## config.mk

```make
export PLATFORM = sky130hd
export DESIGN_NAME = mem_port_arbiter
export DESIGN_NICKNAME = d
export VERILOG_FILES = /design/src/rtl/mem_port_arbiter.sv
export SDC_FILE = /design/constraint.sdc
export NUM_CORES = 1
export LEC_CHECK = 0
export CORE_MARGIN = 5
export CORE_UTILIZATION = 36
export CTS_CLUSTER_SIZE = 14
export DETAILED_ROUTE_END_ITERATION = 10
export PLACE_DENSITY = 0.82
export RECOVER_POWER = 100
export REMOVE_ABC_BUFFERS = 1
export SETUP_SLACK_MARGIN = 0.4
export SYNTH_ARGS = -nofsm -noshare
export SYNTH_HDL_FRONTEND = slang
export SYNTH_SLANG_ARGS = --single-unit
```

## constraint.sdc

```tcl
create_clock -name clk -period 2.4 [get_ports clk]
set_input_delay 0.6 -clock clk [delete_from_list [all_inputs] [get_ports clk]]
set_output_delay 0.6 -clock clk [all_outputs]
set_load 0.1 [all_outputs]
```

## src/rtl/mem_port_arbiter.sv

```systemverilog
`default_nettype none
// ============================================================================
//  Module      : mem_port_arbiter
//  Description : Shares one single-port, variable-latency memory between the
//                core's instruction fetch and load/store paths. One access is
//                granted at a time; completion and read data are returned to
//                the owning requester, and the core is stalled until every
//                pending request has completed.
//  Ports       : clk, reset            - clock, synchronous active-high reset
//                if_req/if_addr        - fetch request (held until if_rvalid)
//                if_rvalid/if_rdata    - fetch completion pulse and instruction
//                d_req/d_we/d_be/d_addr/d_wdata - data request (held until d_rvalid)
//                d_rvalid/d_rdata      - data completion pulse and load data
//                bus_err               - completion was forced by a timeout
//                stall                 - hold PC / writeback
//                mem_*                 - external memory port
//  Revision    : 1.0 - initial release
// ============================================================================
module mem_port_arbiter #(
    parameter int DATA_STREAK_MAX = 4,
    parameter int TIMEOUT         = 255,
    parameter int TO_W            = 8
) (
    input  logic        clk,
    input  logic        reset,
    input  logic        if_req,
    input  logic [31:0] if_addr,
    output logic        if_rvalid,
    output logic [31:0] if_rdata,
    input  logic        d_req,
    input  logic        d_we,
    input  logic [3:0]  d_be,
    input  logic [31:0] d_addr,
    input  logic [31:0] d_wdata,
    output logic        d_rvalid,
    output logic [31:0] d_rdata,
    output logic        bus_err,
    output logic        stall,
    output logic        mem_req,
    output logic        mem_we,
    output logic [3:0]  mem_be,
    output logic [31:0] mem_addr,
    output logic [31:0] mem_wdata,
    input  logic        mem_ready,
    input  logic [31:0] mem_rdata
);

    localparam int               SW           = (DATA_STREAK_MAX < 2) ? 1 : $clog2(DATA_STREAK_MAX + 1);
    localparam logic [SW-1:0]    C_STREAK_MAX = SW'(DATA_STREAK_MAX);
    localparam logic [TO_W-1:0]  C_TIMEOUT    = TO_W'(TIMEOUT);
    localparam logic             C_TO_EN      = (TIMEOUT != 0);

    typedef enum logic [1:0] {
        ST_IDLE  = 2'd0,
        ST_FETCH = 2'd1,
        ST_DATA  = 2'd2
    } state_t;

    state_t            r_state;
    state_t            w_state_nxt;
    logic [SW-1:0]     r_streak;
    logic [TO_W-1:0]   r_to_cnt;
    logic              w_busy;
    logic              w_grant_d;
    logic              w_grant_f;
    logic              w_to_hit;
    logic              w_done;
    logic [31:0]       w_rdata;

    // Data normally wins; once it has taken DATA_STREAK_MAX grants in a row
    // while a fetch is waiting, the fetch gets the next slot.
    always_comb begin
        w_busy    = (r_state != ST_IDLE);
        w_grant_d = d_req & (~if_req | (r_streak != C_STREAK_MAX));
        w_grant_f = if_req & ~w_grant_d;
        w_to_hit  = C_TO_EN & w_busy & (r_to_cnt == C_TIMEOUT);
        // mem_ready in the timeout cycle still counts as a normal completion
        w_done    = w_busy & (mem_ready | w_to_hit);
        w_rdata   = mem_ready ? mem_rdata : 32'h0;
    end

    always_comb begin
        w_state_nxt = r_state;
        case (r_state)
            ST_IDLE: begin
                if (w_grant_d) begin
                    w_state_nxt = ST_DATA;
                end else if (w_grant_f) begin
                    w_state_nxt = ST_FETCH;
                end
            end
            ST_FETCH, ST_DATA: begin
                if (w_done) begin
                    w_state_nxt = ST_IDLE;
                end
            end
            default: w_state_nxt = ST_IDLE;
        endcase
    end

    always_ff @(posedge clk) begin
        if (reset) begin
            r_state   <= ST_IDLE;
            r_streak  <= '0;
            r_to_cnt  <= '0;
            mem_we    <= 1'b0;
            mem_be    <= 4'h0;
            mem_addr  <= 32'h0;
            mem_wdata <= 32'h0;
        end else begin
            r_state <= w_state_nxt;
            if (r_state == ST_IDLE) begin
                r_to_cnt <= '0;
                if (w_grant_d) begin
                    mem_we    <= d_we;
                    mem_be    <= d_be;
                    mem_addr  <= d_addr;
                    mem_wdata <= d_wdata;
                    // Streak only matters while a fetch is actually waiting
                    if (!if_req) begin
                        r_streak <= '0;
                    end else if (r_streak != C_STREAK_MAX) begin
                        r_streak <= r_streak + SW'(1);
                    end
                end else if (w_grant_f) begin
                    mem_we    <= 1'b0;
                    mem_be    <= 4'hF;
                    mem_addr  <= if_addr;
                    mem_wdata <= 32'h0;
                    r_streak  <= '0;
                end
            end else if (!mem_ready && (r_to_cnt != C_TIMEOUT)) begin
                // Saturating: with the timeout disabled the counter never moves
                r_to_cnt <= r_to_cnt + TO_W'(1);
            end
        end
    end

    // Only the owner of the current access sees completion and data
    always_comb begin
        mem_req   = w_busy;
        if_rvalid = (r_state == ST_FETCH) & w_done;
        d_rvalid  = (r_state == ST_DATA) & w_done;
        if_rdata  = if_rvalid ? w_rdata : 32'h0;
        d_rdata   = d_rvalid ? w_rdata : 32'h0;
        bus_err   = w_done & ~mem_ready;
        stall     = (if_req & ~if_rvalid) | (d_req & ~d_rvalid);
    end

endmodule
`default_nettype wire

```

Word level (Yosys, flattened, before mapping)
Index checks and enable logic that the tools add are counted.
{ "classes": {"n_mux": 19, "eq_ne": 8, "add_sub_neg": 2, "n_reduce_logical": 10, "bitwise": 17} }
{ "ops": {"columns": ["op", "count"], "rows": [
  ["32-bit 2-to-1 mux", 7],
  ["3-bit 2-to-1 mux", 4],
  ["1-bit AND", 9],
  ["8-bit by 1-bit adder with 8-bit output, second input constant", 1],
  ["8-bit == test, second input constant", 1],
  ["4-bit 2-to-1 mux", 2],
  ["8-bit inequality test, second input constant", 1],
  ["2-bit 2-to-1 mux", 3],
  ["3-bit inequality test, second input constant", 2],
  ["1-bit inverter", 5],
  ["2-bit one-hot mux with 2 select lines", 1],
  ["2-bit AND reduction", 2],
  ["2-bit nonzero test", 2],
  ["2-bit OR reduction", 2],
  ["3-bit by 1-bit adder with 3-bit output, second input constant", 1],
  ["3-bit by 2-bit inequality test with 1-bit output, second input constant", 1],
  ["1-bit bitwise OR", 3],
  ["3-bit AND reduction", 1],
  ["2-bit by 1-bit == test with 1-bit output, second input constant", 1],
  ["2-bit == test, second input constant", 1],
  ["2-bit logical NOT", 1],
  ["1-bit 2-to-1 mux", 2],
  ["2-bit inequality test, second input constant", 1],
  ["1-bit logical AND", 1],
  ["1-bit logical NOT", 1]
]} }
{ "totals": {"word_cells": 63, "in_bits": 138, "register_bits": 82, "out_inout_bits": 138} }

Logic depth before layout (Yosys ltp)
Gate-level depths: netlist of the first run.
{ "logic_depth": {"ltp_word": 8, "ltp_mapped": 9, "mapped_depth_nobuf": 6} }

Least setup slack after synthesis of the first run
Ideal clock, no wire load.
{ "synth_path": {"kind": "register -> output", "startpoint": "register r_state[0]", "endpoint": "output port stall", "arrival_time_ns": 3.402, "n_path_buf": 1, "required_time_ns": 1.800, "path_stages_with_launch": 7, "path_slack_ns": -1.602, "cell_sequence": "dfxtp_1 > inv_1 > ha_1 > buf_4 > inv_1 > and3_1 > o22ai_1"} }
{ "synth_via": {"elab_chain_len": 8, "elab_cells_between_ends": 13, "classes_between": "2 x eq/ne; 10 x bitwise; 1 x reduce/logical"} }
{ "synth_lines": {"columns": ["item", "line", "source"], "rows": [
  ["from (decl)", "59", "state_t r_state;"],
  ["from (signal assigned)", "111", "r_state <= w_state_nxt;"],
  ["2-bit nonzero test (*)", "73", "w_busy = (r_state != ST_IDLE);"],
  ["via mem_req", "39", "output logic mem_req,"],
  ["1-bit AND", "76", "w_to_hit = C_TO_EN & w_busy & (r_to_cnt == C_TIMEOUT);"],
  ["1-bit bitwise OR", "78", "w_done = w_busy & (mem_ready | w_to_hit);"],
  ["1-bit AND (*)", "78", null],
  ["1-bit AND (*)", "142", "if_rvalid = (r_state == ST_FETCH) & w_done;"],
  ["via if_rvalid", "28", "output logic if_rvalid,"],
  ["1-bit inverter (*)", "147", "stall = (if_req & ~if_rvalid) | (d_req & ~d_rvalid);"],
  ["1-bit AND (*)", "147", null],
  ["1-bit bitwise OR (*)", "147", null],
  ["to (decl)", "38", "output logic stall,"]
]} }
Mark *: on every way through the listed nets, which the timed path passes. The rest lies on a longest branch.

Final worst setup path of the first run
{ "layout_path": {"startpoint": "register r_state[1]", "endpoint": "output port d_rdata[1]"} }
{ "layout_via": {"elab_chain_len": 6, "elab_cells_between_ends": 7, "classes_between": "1 x eq/ne; 1 x mux; 4 x bitwise; 1 x reduce/logical"} }
{ "layout_lines": {"columns": ["item", "line", "source"], "rows": [
  ["2-bit nonzero test", "73", null],
  ["1-bit AND", "76", null],
  ["1-bit bitwise OR", "78", null],
  ["1-bit AND", "78", null],
  ["1-bit AND (*)", "143", "d_rvalid = (r_state == ST_DATA) & w_done;"],
  ["32-bit 2-to-1 mux (*)", "145", "d_rdata = d_rvalid ? w_rdata : 32'h0;"],
  ["to (decl)", "36", "output logic [31:0] d_rdata,"]
]} }
Mark *: on every way between the ends. The rest lies on a longest branch, timed or not.

==> flow_summary.yaml, run 1 <==
run_status:
  status: "complete, no violations"
power:
  pwr-share-seq_pct: 29.2
  p_sw_mw: 2.50
  p_per_area_mw_per_mm2: 688
  p_int_mw: 2.97
  power_frac_clock_pct: 22.6
  p_leak_nw: 3.25
  combPwrFrac_pct: 48.1
  swShare_pct: 45.8
  irDropWorstVdd_v: 0.000597
  power.total_mw: 5.47
global_routing:
  grt.overflow.total: 0
  grt_pass1_wl_microns: 24300
  grt_max_degree: 66
  first_global_vias: 4871
  antenna_found_initial: 0
  track_usage_pct: 22.9
worst_setup_path:
  cp_slowest_cell: "dfxtp_2"
  cp.depth: 6
  crit_chain: "buf_4 > ha_2 > and3_4 > buf_12 > and2_4 > buf_12"
  critPathKind: "reg2out"
  crit_start: "r_state[1]$_SDFFE_PP0P_"
  crit_family: "buffers and inverters"
  r2r_start: "r_state[1]$_SDFFE_PP0P_"
  crit_path_end_kind: "output port"
  cp_common_cell: "buf_12"
  reg2reg_to: "mem_wdata[10]$_SDFFE_PP0P_"
  rr_worst_depth: 7
  crit_arrival_ps: 1780
  r2r_slack_ps: 700
  crit_fanout: 16
  required_ps: 1800
  cpPeakStageDelay_ps: 350
  crit_path_start_kind: "flip-flop"
  critPathBufInv: 3
  critical_path.endpoint: "d_rdata[1]"
sta:
  period_share_pct: 99.2
  rsz0062_at_grt: "yes"
  slew_headroom_pct: 61.4
  finalCriticalPeriod_ps: 2380
  drv_slew: 0
  setup_violations: 0
  max_clock_freq_mhz: 420
  fin_skew_ps: 12.7
  whs_ps: 454
  hold_viol: 0
  tightest_slew_ps: 579
cells_and_area:
  final_cell_mix: "134 x clkdlybuf4s50_1, 72 x dfxtp_1, 72 x clkbuf_2, 65 x and2_4, 64 x nor3_1"
  layout_commonest_cell: "clkdlybuf4s50_1"
  final_util_pct: 73.1
  final_nets: 935
  final_cells: 937
  area_delta_synth_final_pct: 98.5
  final_cell_area_sq_mm: 0.00796
  layout-drive-gt1-share_pct: 36.4
clocking:
  cts_buffers: 9
  cts-htree-levels: 3
  ctsLongestPathBuffers: 2
  clk_latency_ps: 350
  tritoncts: "done"
  root_buffer: "clkbuf_8"
  clk_pin_slew_ps: 90
  cts_hold_buffers: 0
  cts_sinks: 82
die:
  io_pins: 276
  rows: 38
  start_util_pct: 36.8
  core_area_sq_mm: 0.0109
  die_h_microns: 116
  dieArea_sq_mm: 0.0133
  fp.dieW_microns: 116
routing:
  firstDrtPassIters: 4
  wire_per_inst_microns: 18.9
  vias_per_cell: 5.26
  ant_nets: 0
  via_count: 4928
  drt_drc_violations_left: 0
  routed_wl_microns: 17700
  drt_iter0_drc: 308
placement:
  place.gp.congestion: 0.777
  dp.cells: 901
  port_buffers: 275
  placed_area_sq_mm: 0.00746
  dp_hpwl_microns: 12200
synth:
  async_reset_ff_share_pct: 0
  synth-edff-count: 0
  synth_top_family_by_area: "simple AND/OR/NAND/NOR gates"
  syn_avg_cell_area_sq_um: 7.85
  seq_area_frac_synth_pct: 40.9
  ys_warn_count: 0
  ys.flop_type: "dfxtp_1"
  ys_ff_latch: 82
  synth_mux_area_share_pct: 0.250
  synth_simple_gate_area_share_pct: 39.5
  synth_area_sq_mm: 0.00401
  synth_compound_area_share_pct: 9.68
  syn_inst: 511
  yosysUniqueCellTypes: 43
  synthXorXnorAreaFrac_pct: 0.874
  synth_fa_ha_area_share_pct: 1.87
run:
  drv_cap: 0
hold_path:
  min_path_type: "reg2reg"
[what timing repair did]
| action | 4_1_cts | 5_1_grt |
|---|---|---|
| pin swaps | 7 | 3 |
| setup buffers | 10 | 2 |
| gates cloned | 1 | 6 |
| hold endpoints to repair | 0 | 0 |
| resized for setup | 71 | 35 |
| endpoints found under the setup margin | 69 | 75 |
[final cells by class]
cell class                      instances  area [sq um]
Clock buffer                           10           138
Clock inverter                          6           114
Tap cell                              140           175
Inverter                                8          32.5
Multi-Input combinational cell        375          2310
Sequential cell                        82          1660
Antenna cell                            1          2.50
Fill cell                             791          2930
Timing Repair Buffer                  315          3530
[cell usage after synthesis (2+ instances only)]
master	number	area share, %
clkbuf_1	15	1.4
buf_4	4	0.75
buf_6	4	1.1
dfxtp_1	82	41
nand4_1	4	0.62
nor3_1	65	8.1
o21a_1	4	0.75
nand2b_1	2	0.31
o221a_2	2	0.56
and2_1	65	10
and3_1	4	0.62
o21bai_1	2	0.37
nor2_1	49	4.6
inv_1	8	0.75
nor4_1	29	4.5
buf_2	23	2.9
xnor2_1	3	0.66
nand2_1	44	4.1
nand3_1	35	4.4
a21oi_1	38	4.7
o22ai_1	2	0.31
ha_1	6	1.9
[how the worst min path moves through the flow]
stage	startpoint	endpoint	slack (ps)	depth (start not counted)
floorplan	r_streak[1]$_SDFFE_PP0P_	r_streak[1]$_SDFFE_PP0P_	440	2
global placement	mem_wdata[27]$_SDFFE_PP0P_	mem_wdata[27]$_SDFFE_PP0P_	440	2
detailed placement	mem_wdata[24]$_SDFFE_PP0P_	mem_wdata[24]$_SDFFE_PP0P_	450	2
CTS	mem_wdata[24]$_SDFFE_PP0P_	mem_wdata[24]$_SDFFE_PP0P_	460	2
global route	mem_wdata[17]$_SDFFE_PP0P_	mem_wdata[17]$_SDFFE_PP0P_	470	2
finish	mem_wdata[14]$_SDFFE_PP0P_	mem_wdata[14]$_SDFFE_PP0P_	450	2
[through the flow]
| stage | setup slack [ps] | TNS, ps |
|---|---|---|
| 6_report | 18.5 | 0 |
| 3_3_place_gp | -131 | -3290 |
| 5_1_grt | -24.5 | -508 |
| 4_1_cts | 62.8 | 0 |
| 2_1_floorplan | -1730 | -70200 |
| 3_5_place_dp | -148 | -3790 |
[sequential cells by signal, indices dropped and copies added (netlist names)]
signal	count
mem_addr	32
mem_wdata	32
r_to_cnt	8
mem_be	4
r_streak	3
r_state	2
mem_we	1
[power by group through the flow]
stage / Clock (mW) / Sequential [mW] / Combinational (mW)
6_report: 1.24 / 1.60 / 2.63
5_1_grt: 1.30 / 1.62 / 2.74
4_1_cts: 1.26 / 1.60 / 2.67
3_5_place_dp: 0 / 1.63 / 2.60
3_3_place_gp: 0 / 1.62 / 2.56
2_1_floorplan: 0 / 2.66 / 0.682
[per-layer routing]
layer	track usage (%)	up-vias	wire, microns
li1	-	2323	-
met1	23.6	2307	6430
met2	44.8	257	9400
met3	5.33	41	1380
met4	8.14	0	532
met5	0	-	0
[cell families (layout without fill, tap and decap cells)]
logic type,after synthesis,after routing
adder cells (fa/ha/maj),6,6
buffers and inverters,54,339
flip-flops,82,82
XOR/XNOR,4,4
AND/OR/NAND/NOR,306,306
multiplexers,1,1
AO/OA/AOI/OAI,58,58
other,0,1
[worst min-delay path, cell delays in order, from the launching register on]
cell     delay [ps]
dfxtp_1         310
nand2_1          50
a21oi_1          50
Power figures use the tool's default switching activity.
==> inputs of run 2 (changes only) <==
--- a/config.mk
+++ b/config.mk
@@ -5,11 +5,10 @@
 export SDC_FILE = /design/constraint.sdc
 export NUM_CORES = 1
 export LEC_CHECK = 0
-export CORE_MARGIN = 5
 export CORE_UTILIZATION = 36
 export CTS_CLUSTER_SIZE = 14
 export DETAILED_ROUTE_END_ITERATION = 10
-export PLACE_DENSITY = 0.82
+export PLACE_DENSITY = 0.85
 export RECOVER_POWER = 100
 export REMOVE_ABC_BUFFERS = 1
 export SETUP_SLACK_MARGIN = 0.4
==> run 2 against run 1 <==
Sequential cell count is the same. Power shrank 5.9%. First-iteration DRC count shrank 21%. Highest routed layer unchanged. The run now ends with negative setup slack left. Cell count is the same. Via count grew 0.93%. Combinational power shrank 2%. Register-to-register slack lost 350 ps. Maximum frequency shrank 1.0%. Non-clock buffer count grew 1. Design area grew 0.20%. Hold slack gained 2.1 ps. Clock power shrank 24%.
==> flow_summary.yaml, run 2 (same netlist as run 1, synthesis figures left out) <==
run_status:
  status: "complete, but fails checks"
  violations: "negative setup slack"
clocking:
  ctsLongestPathBuffers: 2
  clk_latency_ps: 360
  root_buffer: "clkbuf_8"
  cts_hold_buffers: 0
  cts_buffers: 9
  clk_pin_slew_ps: 80
  cts_sinks: 82
  cts-htree-levels: 3
  tritoncts: "done"
routing:
  firstDrtPassIters: 5
  ant_nets: 0
  wl_met3_microns: 1220
  vias_per_cell: 5.31
  via_count: 4974
  wire_per_inst_microns: 17.8
  drt_drc_violations_left: 0
  drt_iter0_drc: 244
  wl_met2_microns: 9050
  highest_layer: "met4"
  routed_wl_microns: 16700
  m1WireLength_microns: 5840
sta:
  slew_headroom_pct: 37.2
  max_clock_freq_mhz: 416
  final.setup.worst_slack_ps: -5.79
  drv_slew: 0
  rsz0062_at_grt: "yes"
  tightest_slew_ps: 942
  period_share_pct: 100
  fin_skew_ps: 12.8
  setup_tns_ps: -6.39
  finalCriticalPeriod_ps: 2410
  hold_viol: 0
  setup_violations: 2
worst_setup_path:
  cpPeakStageDelay_ps: 360
  crit_chain: "inv_2 > ha_4 > inv_4 > and3_4 > buf_12 > clkbuf_16 > and2_4 > buf_12"
  critPathKind: "reg2out"
  crit_arrival_ps: 1810
  crit_path_end_kind: "output port"
  cp_common_cell: "buf_12"
  crit_path_start_kind: "flip-flop"
  cp_slowest_cell: "dfxtp_2"
  crit_fanout: 8
  required_ps: 1800
cells_and_area:
  layout_commonest_cell: "clkdlybuf4s50_1"
  fillers: 750
  final_nets: 936
  final_cell_mix: "135 x clkdlybuf4s50_1, 76 x buf_12, 72 x clkbuf_2, 72 x dfxtp_1, 65 x and2_4"
  multi_input_area_sq_mm: 0.00232
  num_antenna_cells: 0
  largestRegisters: "mem_addr (32), mem_wdata (32), r_to_cnt (8)"
  layout.area.seq_sq_mm: 0.00166
  layout-drive-gt1-share_pct: 36.4
  area_delta_synth_final_pct: 98.9
global_routing:
  grt_pass1_wl_microns: 24400
  grt_max_degree: 61
  first_global_vias: 4900
  grt.overflow.total: 0
  track_usage_pct: 27.1
  antenna_found_initial: 0
die:
  die_h_microns: 108
  rows: 38
  fp.dieW_microns: 108
  io_pins: 276
  core_area_sq_mm: 0.0108
  start_util_pct: 37.0
  dieArea_sq_mm: 0.0116
placement:
  dp_hpwl_microns: 11200
  port_buffers: 275
  place_ws_ps: -129
  place.gp.congestion: 0.868
hold_path:
  min_path_type: "reg2reg"
power:
  p_per_area_mw_per_mm2: 646
  p_leak_nw: 3.22
  irDropWorstVdd_v: 0.000539
run:
  drv_cap: 0
==> run 2: worst max-delay path, delay by kind of cell, from the launching register on <==
kind | cells | cell delay (ps)
flip-flops | 1 | 360
AND/OR/NAND/NOR | 2 | 360
adder cells (fa/ha/maj) | 1 | 170
buffers and inverters | 5 | 560
==> run 2: per-stage QoR <==
step | std cells | util, % | power [mW] | cell area (sq um) | hold WS [ps]
after floorplan | 465 | - | 3.34 | 3760 | 443
after global placement | 903 | 69.1 | 4.17 | 7490 | 438
after detailed placement | 903 | 69.1 | 4.23 | 7490 | 448
after CTS | 933 | 74.8 | 5.26 | 8110 | 460
after global routing | 937 | 73.5 | 5.35 | 7970 | 477
final | 937 | 73.5 | 5.15 | 7970 | 456
==> run 2: path summary, 6_finish.rpt <==
kind                              startpoint                         end  slack (ps)  cells past startpoint
setup / recovery     r_state[1]$_SDFFE_PP0P_                  d_rdata[9]          -6                      8
hold / removal    mem_wdata[14]$_SDFFE_PP0P_  mem_wdata[14]$_SDFFE_PP0P_         460                      2
setup reg to reg     r_state[1]$_SDFFE_PP0P_    mem_addr[1]$_SDFFE_PP0P_         350                      7
hold reg to reg   mem_wdata[14]$_SDFFE_PP0P_  mem_wdata[14]$_SDFFE_PP0P_         460                      2
==> run 2: layout make-up <==
class                           count  area share [%]
Timing Repair Buffer              316            45.1
Multi-Input combinational cell    375            29.2
Sequential cell                    82            20.8
Tap cell                          140            2.20
Clock buffer                       11            1.90
Clock inverter                      5           0.471
Inverter                            8           0.439
==> run 2: what timing repair did <==
action / 4_1_cts / 5_1_grt
pin swaps: 13 / 15
buffers inserted: 11 / 1
setup endpoints to repair: 69 / 69
resized for setup: 95 / 10
gates cloned: 3 / 3
==> run 2: per-layer routing <==
metal,vias to the layer above,global-route usage [%]
li1,2326,-
met1,2330,27.1
met2,270,51.3
met3,48,6.54
met4,0,13.8
met5,-,0
==> run 2: where the power goes <==
group	internal [mW]	switching [mW]
clock network	0.436	0.512
logic	0.709	1.89
registers	1.52	0.0887
==> inputs of run 3 (changes only) <==
--- a/config.mk
+++ b/config.mk
@@ -5,6 +5,7 @@
 export SDC_FILE = /design/constraint.sdc
 export NUM_CORES = 1
 export LEC_CHECK = 0
+export ABC_CLOCK_PERIOD_IN_PS = 2400
 export CORE_UTILIZATION = 36
 export CTS_CLUSTER_SIZE = 14
 export DETAILED_ROUTE_END_ITERATION = 10
@@ -12,6 +13,7 @@
 export RECOVER_POWER = 100
 export REMOVE_ABC_BUFFERS = 1
 export SETUP_SLACK_MARGIN = 0.4
+export SKIP_LAST_GASP = 1
 export SYNTH_ARGS = -nofsm -noshare
 export SYNTH_HDL_FRONTEND = slang
 export SYNTH_SLANG_ARGS = --single-unit
==> run 3 against run 2 <==
The flow still finishes with violations (negative setup slack). Sequential cell count is the same. Maximum frequency is essentially flat. Worst setup slack gained 1.5 ps. Register-to-register slack gained 130 ps. Critical path depth is the same. Design area grew 0.22%. Utilization grew 0.16 points. Count of clock-buffer cells in the layout is the same. Hold slack gained 1.6 ps. Via count shrank 0.34%. Largest cell class unchanged.
==> flow_summary.yaml, run 3 (same netlist as run 1, synthesis figures left out) <==
power:
  p_leak_nw: 3.23
  p_per_area_mw_per_mm2: 646
  irDropWorstVdd_v: 0.000540
cells_and_area:
  final_cell_mix: "135 x clkdlybuf4s50_1, 76 x buf_12, 72 x clkbuf_2, 72 x dfxtp_1, 65 x and2_4"
  num_antenna_cells: 0
  fillers: 749
  area_delta_synth_final_pct: 99.3
  largestRegisters: "mem_addr (32), mem_wdata (32), r_to_cnt (8)"
  final_cells: 937
  layout.area.seq_sq_mm: 0.00166
  layout-drive-gt1-share_pct: 36.4
  multi_input_area_sq_mm: 0.00232
  final_nets: 936
  layout_commonest_cell: "clkdlybuf4s50_1"
worst_setup_path:
  rr_worst_depth: 7
  critPathKind: "reg2out"
  reg2reg_to: "mem_addr[16]$_SDFFE_PP0P_"
  required_ps: 1800
  r2r_slack_ps: 480
  crit_path_start_kind: "flip-flop"
  r2r_start: "r_state[1]$_SDFFE_PP0P_"
  crit_path_end_kind: "output port"
  crit_arrival_ps: 1800
  crit_fanout: 8
sta:
  fin_skew_ps: 14.4
  setup_violations: 1
  finalCriticalPeriod_ps: 2400
  slew_headroom_pct: 37.0
  setup_tns_ps: -4.27
  drv_slew: 0
  period_share_pct: 100
  rsz0062_at_grt: "yes"
  hold_viol: 0
  final.setup.worst_slack_ps: -4.27
  tightest_slew_ps: 946
  max_clock_freq_mhz: 416
die:
  start_util_pct: 37.0
  core_area_sq_mm: 0.0108
  io_pins: 276
  die_h_microns: 108
  rows: 38
  dieArea_sq_mm: 0.0116
  fp.dieW_microns: 108
routing:
  routed_wl_microns: 16700
  via_count: 4957
  firstDrtPassIters: 4
  wire_per_inst_microns: 17.8
  drt_drc_violations_left: 0
  vias_per_cell: 5.29
  ant_nets: 0
  drt_iter0_drc: 250
run_status:
  status: "complete, but fails checks"
  violations: "negative setup slack"
clocking:
  cts_sinks: 82
  ctsLongestPathBuffers: 2
  clk_pin_slew_ps: 80
  cts-htree-levels: 3
  tritoncts: "done"
  cts_buffers: 9
  clk_latency_ps: 360
  root_buffer: "clkbuf_8"
  cts_hold_buffers: 0
global_routing:
  antenna_found_initial: 0
  track_usage_pct: 27.1
  first_global_vias: 4900
  grt.overflow.total: 0
  grt_pass1_wl_microns: 24400
  grt_max_degree: 61
hold_path:
  min-delay-start: "mem_wdata[14]$_SDFFE_PP0P_"
  hold_path_depth: 2
  min_path_type: "reg2reg"
  holdPathEnd: "mem_wdata[14]$_SDFFE_PP0P_"
placement:
  port_buffers: 275
  dp_hpwl_microns: 11200
  place.gp.congestion: 0.868
  dp.cells: 903
run:
  drv_cap: 0
## run 3: cell counts in the layout (fill, tap and decap cells not counted)
Identical to the previous run, type by type.
## run 3: final cells by class
class,instances,share of cell area (%)
clock buffers,11,1.89
flip-flops and latches,82,20.7
inverters,8,0.438
multi-input cells,375,29.1
repair buffers,316,45.2
clock inverters,5,0.470
well taps,140,2.19
## run 3: worst max-delay path by stage
stage	cells past startpoint	slack, ps	to	start
floorplan	5	-1730	stall	r_state[0]$_SDFFE_PP0P_
global placement	5	-130	stall	mem_ready
detailed placement	5	-130	stall	mem_ready
CTS	8	40	d_rdata[1]	r_state[1]$_SDFFE_PP0P_
global route	8	-60	d_rdata[9]	r_state[1]$_SDFFE_PP0P_
finish	8	-4	d_rdata[9]	r_state[1]$_SDFFE_PP0P_
## run 3: power breakdown
part,internal (mW),total [mW],switching (mW),leakage (nW)
registers,1.52,1.61,0.0890,0.680
clock network,0.436,0.947,0.511,0.0919
logic,0.721,2.61,1.89,2.46
## run 3: through the flow
| stage | hold WS [ps] | instance area, sq um | utilization, % | setup WS [ps] | total power, mW |
|---|---|---|---|---|---|
| finish | 458 | 7990 | 73.7 | -4.27 | 5.16 |
| CTS | 460 | 8110 | 74.8 | 37.0 | 5.26 |
| floorplan | 443 | 3760 | - | -1730 | 3.34 |
| global route | 477 | 7990 | 73.7 | -59.3 | 5.36 |
| detailed placement | 448 | 7490 | 69.1 | -129 | 4.23 |
| global placement | 438 | 7490 | 69.1 | -126 | 4.17 |
## run 3: metal layers
| metal | GRT usage (%) | part of all wire [%] |
|---|---|---|
| met2 | 51.3 | 54 |
| met1 | 27.1 | 35 |
| met5 | 0 | 0 |
| met3 | 6.54 | 7.3 |
| met4 | 13.8 | 3.3 |
## run 3: worst max-delay path, stage by stage, from the launching register on
cell and delay [ps]:
dfxtp_2 360, inv_2 60, ha_4 170, inv_4 60, and3_4 210, buf_12 130, clkbuf_16 140, and2_4 150
buf_12 170
## run 3: what timing repair did
item                       in CTS  in global routing
pin swaps                      13                 14
gates cloned                    3                  3
buffers inserted               11                  1
gates resized for setup        95                 10
setup endpoints to repair      69                 69
hold endpoints to repair        0                  0
